<file path="config.mk">
export PLATFORM = sky130hd
export DESIGN_NAME = fdtd_field_update
export DESIGN_NICKNAME = d
export VERILOG_FILES = /design/src/rtl/fdtd_field_update.sv
export SDC_FILE = /design/constraint.sdc
export NUM_CORES = 2
export LEC_CHECK = 0
export BUFFER_PORTS_ARGS = -buffer_cell sky130_fd_sc_hd__buf_4
export CAP_MARGIN = 20
export CORE_UTILIZATION = 55
export CTS_CLUSTER_DIAMETER = 120
export DETAILED_ROUTE_END_ITERATION = 16
export PLACE_DENSITY = 0.72
export REMOVE_ABC_BUFFERS = 1
export SETUP_SLACK_MARGIN = 0.02
export SYNTH_ARGS = -nofsm -noshare
export SYNTH_HDL_FRONTEND = slang
export SYNTH_SLANG_ARGS = --single-unit
</file>
<file path="constraint.sdc">
create_clock -name CLK -period 12.2 [get_ports CLK]
set_input_delay 2.44 -clock CLK [delete_from_list [all_inputs] [get_ports CLK]]
set_output_delay 2.44 -clock CLK [all_outputs]
set_load 0.01 [all_outputs]
</file>
<file path="src/rtl/fdtd_field_update.sv">
// fdtd_field_update: streaming FDTD E-field update, 3-stage pipeline.
// Define FDTD_PEC_BOUNDARY_EN to force the first/last cell of a step to 0.
module fdtd_field_update #(
  parameter int FDTD_DATA_WIDTH = 32,
  parameter int COEF_WIDTH      = 16,
  parameter int FRAC_BITS       = 14,
  parameter int CNT_WIDTH       = 16
) (
  input  logic                              CLK,
  input  logic                              RST,
  input  logic                              start_i,
  input  logic [CNT_WIDTH-1:0]              num_cells_i,
  input  logic signed [COEF_WIDTH-1:0]      coef_ca_i,
  input  logic signed [COEF_WIDTH-1:0]      coef_cb_i,
  input  logic signed [FDTD_DATA_WIDTH-1:0] e_data_i,
  input  logic signed [FDTD_DATA_WIDTH-1:0] h_data_i,
  input  logic                              in_valid_i,
  output logic                              in_ready_o,
  output logic signed [FDTD_DATA_WIDTH-1:0] e_data_o,
  output logic                              out_valid_o,
  input  logic                              out_ready_i,
  output logic                              busy_o,
  output logic                              done_o
);
  localparam int W  = FDTD_DATA_WIDTH;
  localparam int C  = COEF_WIDTH;
  localparam int SW = W + C + 2;

  localparam logic [1:0] S_IDLE  = 2'd0;
  localparam logic [1:0] S_RUN   = 2'd1;
  localparam logic [1:0] S_DRAIN = 2'd2;
  localparam logic [1:0] S_DONE  = 2'd3;

  localparam logic signed [W-1:0] MAXV = {1'b0, {(W-1){1'b1}}};
  localparam logic signed [W-1:0] MINV = {1'b1, {(W-1){1'b0}}};

  logic [1:0]              state_q, state_d;
  logic [CNT_WIDTH-1:0]    rem_q, rem_d;
  logic signed [C-1:0]     ca_q, ca_d;
  logic signed [C-1:0]     cb_q, cb_d;
  logic signed [W-1:0]     hprev_q, hprev_d;
  logic                    s1_v_q, s1_v_d;
  logic signed [W-1:0]     s1_e_q, s1_e_d;
  logic signed [W:0]       s1_diff_q, s1_diff_d;
  logic                    s2_v_q, s2_v_d;
  logic signed [W+C-1:0]   s2_p1_q, s2_p1_d;
  logic signed [W+C:0]     s2_p2_q, s2_p2_d;
  logic                    ov_q, ov_d;
  logic signed [W-1:0]     eo_q, eo_d;
  logic                    done_q, done_d;
`ifdef FDTD_PEC_BOUNDARY_EN
  logic [CNT_WIDTH-1:0]    idx_q, idx_d;
  logic                    s1_first_q, s1_first_d;
  logic                    s1_last_q, s1_last_d;
  logic                    s2_first_q, s2_first_d;
  logic                    s2_last_q, s2_last_d;
`endif

  logic                    adv;
  logic                    xfer;
  logic signed [SW-1:0]    sum;
  logic signed [SW-1:0]    shd;
  logic [SW-W:0]           top;
  logic signed [W-1:0]     sat;

  always_comb begin
    adv        = out_ready_i || !ov_q;
    in_ready_o = (state_q == S_RUN) && adv && (rem_q != '0);
    xfer       = in_valid_i && in_ready_o;

    sum = SW'(s2_p1_q) + SW'(s2_p2_q);
    shd = sum >>> FRAC_BITS;
    top = shd[SW-1:W-1];
    // In range only when every bit above the result's sign bit agrees
    if (&top || ~|top) sat = shd[W-1:0];
    else if (top[SW-W]) sat = MINV;
    else sat = MAXV;

    state_d   = state_q;
    rem_d     = rem_q;
    ca_d      = ca_q;
    cb_d      = cb_q;
    hprev_d   = hprev_q;
    s1_v_d    = s1_v_q;
    s1_e_d    = s1_e_q;
    s1_diff_d = s1_diff_q;
    s2_v_d    = s2_v_q;
    s2_p1_d   = s2_p1_q;
    s2_p2_d   = s2_p2_q;
    ov_d      = ov_q;
    eo_d      = eo_q;
    done_d    = (state_q == S_DONE);
`ifdef FDTD_PEC_BOUNDARY_EN
    idx_d      = idx_q;
    s1_first_d = s1_first_q;
    s1_last_d  = s1_last_q;
    s2_first_d = s2_first_q;
    s2_last_d  = s2_last_q;
`endif

    case (state_q)
      S_IDLE: if (start_i) begin
        ca_d    = coef_ca_i;
        cb_d    = coef_cb_i;
        rem_d   = num_cells_i;
        hprev_d = '0;
`ifdef FDTD_PEC_BOUNDARY_EN
        idx_d   = '0;
`endif
        state_d = (num_cells_i != '0) ? S_RUN : S_DONE;
      end
      S_RUN: if (xfer && rem_q == CNT_WIDTH'(1)) state_d = S_DRAIN;
      S_DRAIN:
        if (ov_q && out_ready_i && !s1_v_q && !s2_v_q) state_d = S_DONE;
      default: state_d = S_IDLE;
    endcase

    if (xfer) begin
      hprev_d = h_data_i;
      rem_d   = rem_q - CNT_WIDTH'(1);
`ifdef FDTD_PEC_BOUNDARY_EN
      idx_d   = idx_q + CNT_WIDTH'(1);
`endif
    end

    if (adv) begin
      s1_v_d = xfer;
      if (xfer) begin
        s1_e_d    = e_data_i;
        s1_diff_d = (W+1)'(h_data_i) - (W+1)'(hprev_q);
`ifdef FDTD_PEC_BOUNDARY_EN
        s1_first_d = (idx_q == '0);
        s1_last_d  = (rem_q == CNT_WIDTH'(1));
`endif
      end
      s2_v_d = s1_v_q;
      if (s1_v_q) begin
        s2_p1_d = (W+C)'(ca_q) * (W+C)'(s1_e_q);
        s2_p2_d = (W+C+1)'(cb_q) * (W+C+1)'(s1_diff_q);
`ifdef FDTD_PEC_BOUNDARY_EN
        s2_first_d = s1_first_q;
        s2_last_d  = s1_last_q;
`endif
      end
      ov_d = s2_v_q;
      if (s2_v_q) begin
`ifdef FDTD_PEC_BOUNDARY_EN
        eo_d = (s2_first_q || s2_last_q) ? '0 : sat;
`else
        eo_d = sat;
`endif
      end
    end
  end

  always_ff @(posedge CLK or posedge RST) begin
    if (RST) begin
      state_q   <= S_IDLE;
      rem_q     <= '0;
      ca_q      <= '0;
      cb_q      <= '0;
      hprev_q   <= '0;
      s1_v_q    <= 1'b0;
      s1_e_q    <= '0;
      s1_diff_q <= '0;
      s2_v_q    <= 1'b0;
      s2_p1_q   <= '0;
      s2_p2_q   <= '0;
      ov_q      <= 1'b0;
      eo_q      <= '0;
      done_q    <= 1'b0;
`ifdef FDTD_PEC_BOUNDARY_EN
      idx_q      <= '0;
      s1_first_q <= 1'b0;
      s1_last_q  <= 1'b0;
      s2_first_q <= 1'b0;
      s2_last_q  <= 1'b0;
`endif
    end else begin
      state_q   <= state_d;
      rem_q     <= rem_d;
      ca_q      <= ca_d;
      cb_q      <= cb_d;
      hprev_q   <= hprev_d;
      s1_v_q    <= s1_v_d;
      s1_e_q    <= s1_e_d;
      s1_diff_q <= s1_diff_d;
      s2_v_q    <= s2_v_d;
      s2_p1_q   <= s2_p1_d;
      s2_p2_q   <= s2_p2_d;
      ov_q      <= ov_d;
      eo_q      <= eo_d;
      done_q    <= done_d;
`ifdef FDTD_PEC_BOUNDARY_EN
      idx_q      <= idx_d;
      s1_first_q <= s1_first_d;
      s1_last_q  <= s1_last_d;
      s2_first_q <= s2_first_d;
      s2_last_q  <= s2_last_d;
`endif
    end
  end

  assign e_data_o    = eo_q;
  assign out_valid_o = ov_q;
  assign done_o      = done_q;
  assign busy_o      = (state_q != S_IDLE);

endmodule

</file>
# [Word level (Yosys, flattened, before mapping)]
# Cells that the tools add are included.
[totals] in_bits=117 regBits=280
[classes] n_addsub=3 n_eq_ne=7 multipliers=2 muxes=13 reduce_logical=27
[ops] operator="2-to-1 mux 32 bit" count=5
[ops] operator="adder 48 x 49 -> 50 bit" count=1
[ops] operator="multiplier 16 x 33 -> 49 bit" count=1
[ops] operator="multiplier 16 x 32 -> 48 bit" count=1
[ops] operator="2-to-1 mux 16 bit" count=3
[ops] operator="subtractor 32 x 32 -> 33 bit" count=1
[ops] operator="nonzero test 16 bit" count=2
[ops] operator="equality test 16 x 1 -> 1 bit (second input constant)" count=1
[ops] operator="subtractor 16 x 1 -> 16 bit (second input constant)" count=1
[ops] operator="AND reduction 2 bit" count=5
[ops] operator="2-to-1 mux 2 bit" count=4
[ops] operator="logical AND 1 bit" count=7
[ops] operator="case mux 2 bit (3 select lines)" count=1
[ops] operator="nonzero test 2 bit" count=3
[ops] operator="AND reduction 5 bit" count=1
[ops] operator="OR reduction 5 bit" count=1
[ops] operator="equality test 2 bit (second input constant)" count=2
[ops] operator="zero test 1 bit" count=4
[ops] operator="!= test 2 bit (second input constant)" count=2
[ops] operator="AND reduction 3 bit" count=1
[ops] operator="equality test 2 x 1 -> 1 bit (second input constant)" count=1
[ops] operator="zero test 2 bit" count=1
[ops] operator="logical OR 1 bit" count=2
[ops] operator="!= test 2 x 1 -> 1 bit (second input constant)" count=1

# [Longest topological paths before layout]
[logic_depth] word_depth=8 mapped_depth=28 mapped_depth_nobuf=27

# [Worst setup path after synthesis]
# Ideal clock, no wire load.
[synth_timing] path_type="register to register" from="register s1_e_q[18]" to="register s2_p1_q[42]" arrival_ns=6.408 setup_slack_ns=5.667 synth_period_minus_slack_ns=6.533 path_stages_with_launch=26 cell_sequence="dfrtp_1 > clkbuf_1 > nand2_1 > fa_1 > fa_1 > fa_1 > inv_1 > fa_1 > fa_1 > inv_1 > fa_1 > inv_1 > ha_1 > buf_2 > a211oi_2 > o21bai_1 > a21boi_1 > o31ai_1 > a221oi_4 > o21ai_4 > o2111ai_2 > a21oi_1 > a2111o_1 > a21oi_2 > xnor2_1 > mux2_4"
[synth_via] elab_chain_cells=1
[synth_lines] element="start, declared" line="43" text="logic signed [W-1:0] s1_e_q, s1_e_d;"
[synth_lines] element="start signal, assigned" line="164" text="s1_e_q <= '0;"
[synth_lines] element="start signal, assigned" line="186" text="s1_e_q <= s1_e_d;"
[synth_lines] element="multiplier 16 x 32 -> 48 bit" line="138" text="s2_p1_d = (W+C)'(ca_q) * (W+C)'(s1_e_q);"
[synth_lines] element="end signal, assigned" line="189" text="s2_p1_q <= s2_p1_d;"
[synth_lines] element="end, declared" line="46" text="logic signed [W+C-1:0] s2_p1_q, s2_p1_d;"
# No other way between the ends.
# A chain may end at the register's enable or synchronous reset.

# [Worst setup path in the final report]
[layout_timing] from="register ca_q[4]" to="register s2_p1_q[45]"
[layout_via] elab_chain_cells=1
[layout_lines] element="start, declared" line="39" text="logic signed [C-1:0] ca_q, ca_d;"
[layout_lines] element="start signal, assigned" line="160" text="ca_q <= '0;"
[layout_lines] element="start signal, assigned" line="182" text="ca_q <= ca_d;"
[layout_lines] element="multiplier 16 x 32 -> 48 bit" line="138"
# No other way between the ends.

==> metrics.md <==
| Metric | Value |
|---|---|
| Status | `finished clean` |
| Die area | `92370 µm²` |
| Worst Max-Slew Pin Slew | `1118 ps` |
| DP HPWL | `96.91 mm` |
| Multi-input gate area | `37750 µm²` |
| Yosys top cell area share | `0.3941` |
| Worst Path Arrival | `7970 ps` |
| Post-CTS Setup Inserts | `0` |
| Initial antenna violation count | `3` |
| Worst endpoint required time | `12640 ps` |
| Sequential share of the synthesized area | `0.1397` |
| Final-report max-slew violation count | `0` |
| CP Capture Type | `flop` |
| Max FO, Critical Path | `33` |
| Clk pin slew, worst setup/hold paths | `60 ps` |
| Area leader, netlist | `fa_1` |
| Fill cells | `7857` |
| Initial drt markers | `2525` |
| Setup WS post-layout | `4669 ps` |
| Core area | `90150 µm²` |
| TritonCTS clock tree | `built` |
| Setup TNS | `0 ps` |
| # nets final | `7054` |
| Post-route ant nets | `0` |
| Avg Cell Area, Syn | `8.912 µm²` |
| Period Utilization, post-route | `0.6173` |
| Max-cap violation count | `0` |
| Port bufs | `152` |
| H-Tree Depth | `2` |
| Final min period | `7531 ps` |
| Post-synth top cells | `inv_1 (1198), fa_1 (987), nand2_1 (979), and2_1 (416), ha_1 (317)` |
| Root Driver | `clkbuf_16` |
| Die Span X | `303.9 µm` |
| Syn Inst Count | `5626` |
| Clk sinks | `280` |
| Kind of critical path | `reg2reg` |
| First-pass GRT wire length | `207.2 mm` |
| Number of core rows | `110` |
| Routed vias/inst | `5.522` |
| RSZ-0062 raised after global routing | `false` |
| Fin Hold WS | `486.0 ps` |
| Vias in the first global route | `39950` |
| Sequential cell area | `7009 µm²` |
| Area grow syn2layout | `6.895%` |
| # IOs | `153` |
| Drt first pass iters | `6` |
| Crit start category | `flop` |
| Synth async-reset ratio | `1.000` |
| Num CTS Buffers | `36` |
| Dpl cells | `6768` |
| Die Ht | `303.9 µm` |
| Top_reg_cell synth | `dfrtp_1` |
| Fmax achieved | `132.8 MHz` |
| Wire length per cell | `18.23 µm` |
| Final GP Congestion | `0.9438` |
| Drt drc | `0` |
| Post-synth cell types | `79` |
| GR Util All Layers | `0.2819` |
| Place WS | `4755 ps` |
| Top cells by area, synth | `fa_1 (39%), dfrtp_1 (14%), inv_1 (9.0%)` |
| Rel. slew slack | `0.2544` |
| Worst Hold Class | `reg2reg` |
| Largest net degree at the start of global routing | `103` |
| Yosys reg bits | `280` |
| Clock Skew | `45.05 ps` |
| Share of cells above drive strength 1 | `0.05901` |
| Final hold violations | `0` |
| Grt ovf | `0` |
| Synthesized cell area | `50140 µm²` |
| Final Setup Violations | `0` |
| Vias | `37750` |
| PostCTS Resize Cnt | `0` |
| EDFF count, synth | `0` |
| Drt total wl | `124.6 mm` |
| Clk Latency, worst-skew pair | `610 ps` |
| Fin cells | `6837` |
| CTS Hold Bufs | `0` |
| Most common cell in the netlist | `inv_1` |
| Max Buffers Root-to-Sink | `3` |
| Starting Density | `0.5562` |
| Yosys Warn Count | `0` |
[cell usage in the layout, fill, tap and decap left out, types with 17 or more instances in the layout]
master / netlist / routed
inv_1: 1198 / 1197
fa_1: 987 / 987
nand2_1: 979 / 976
and2_1: 416 / 415
ha_1: 317 / 317
dfrtp_1: 280 / 278
buf_4: 0 / 204
o21ai_0: 183 / 183
a21oi_1: 174 / 174
nor2_1: 154 / 154
xnor2_1: 103 / 103
a21o_1: 71 / 71
nand3_1: 70 / 70
xor2_1: 57 / 57
clkbuf_16: 0 / 36
nand2b_1: 34 / 34
mux2_2: 33 / 33
nor2b_1: 28 / 28
o21bai_1: 26 / 26
a211oi_1: 23 / 23
nor3_1: 22 / 22
nand4_1: 21 / 21
o21ai_1: 18 / 17
a31oi_1: 17 / 17
[worst paths after layout]
path	startpoint	end	slack, ps	cells past startpoint
worst max-delay path	ca_q[4]$_DFFE_PP0P_	s2_p1_q[45]$_DFFE_PP0P_	4670	24
worst min-delay path	s2_p2_q[28]$_DFFE_PP0P_	s2_p2_q[28]$_DFFE_PP0P_	490	2
worst max register to register	ca_q[4]$_DFFE_PP0P_	s2_p1_q[45]$_DFFE_PP0P_	4670	24
worst min register to register	s2_p2_q[28]$_DFFE_PP0P_	s2_p2_q[28]$_DFFE_PP0P_	490	2
max in group asynchronous	RST	hprev_q[4]$_DFFE_PP0P_	8230	4
min in group asynchronous	RST	ca_q[13]$_DFFE_PP0P_	1990	2
[metrics by stage]
stage          instance area (µm²)  utilization
6_report                     53600       0.5945
5_1_grt                      53590       0.5945
4_1_cts                      53530       0.5938
3_5_place_dp                 52270       0.5798
3_3_place_gp                 52270       0.5798
2_1_floorplan                49220            -
[cell type report]
type	instances	area share
Antenna cell	1	0.00004669
Clock buffer	47	0.01889
Clock inverter	18	0.004576
Inverter	1199	0.08411
Multi-Input combinational cell	3909	0.7044
Sequential cell	280	0.1308
Tap cell	1176	0.02745
Timing Repair Buffer	207	0.02974
[per-layer routing]
metal,vias to the layer above,share of wire,track usage
li1,16970,-,-
met1,19140,0.41,0.3863
met2,1395,0.48,0.4645
met3,244,0.078,0.04060
met4,0,0.034,0.08854
met5,-,0,0
[cell families after synthesis]
| family | after synthesis | share of synthesized area |
|---|---|---|
| compound gates | 626 | 0.07853 |
| xor+xnor | 160 | 0.02795 |
| fa+ha+maj | 1305 | 0.4734 |
| buf+inv | 1437 | 0.1081 |
| flops | 280 | 0.1397 |
| mux | 34 | 0.007711 |
| simple gates | 1784 | 0.1646 |
[registers in the layout, summed over array words and instances, names as in the netlist]
name / cells
s2_p2_q: 49
s2_p1_q: 48
s1_diff_q: 33
e_data_o: 32
hprev_q: 32
s1_e_q: 32
ca_q: 16
cb_q: 16
rem_q: 16
state_q: 2
done_o: 1
out_valid_o: 1
s1_v_q: 1
s2_v_q: 1
[worst max-delay path, stage by stage (launching register included)]
cell and delay [ps]:
dfrtp_1 1040, and2_1 270, fa_1 390, inv_1 90, fa_1 430, fa_1 510
inv_1 50, fa_1 510, fa_1 490, inv_1 50, fa_1 470, inv_1 40
ha_1 400, o21a_1 160, o211ai_1 90, and2_1 170, a311oi_2 450, a311oi_2 270
o31ai_2 430, a31oi_1 220, o31a_1 370, a21oi_1 150, a21oi_1 90, xor2_1 140
o21ai_1 70
Power is not shown: default switching activity piles up to over one toggle a cycle in this logic, so the estimate is an artifact.
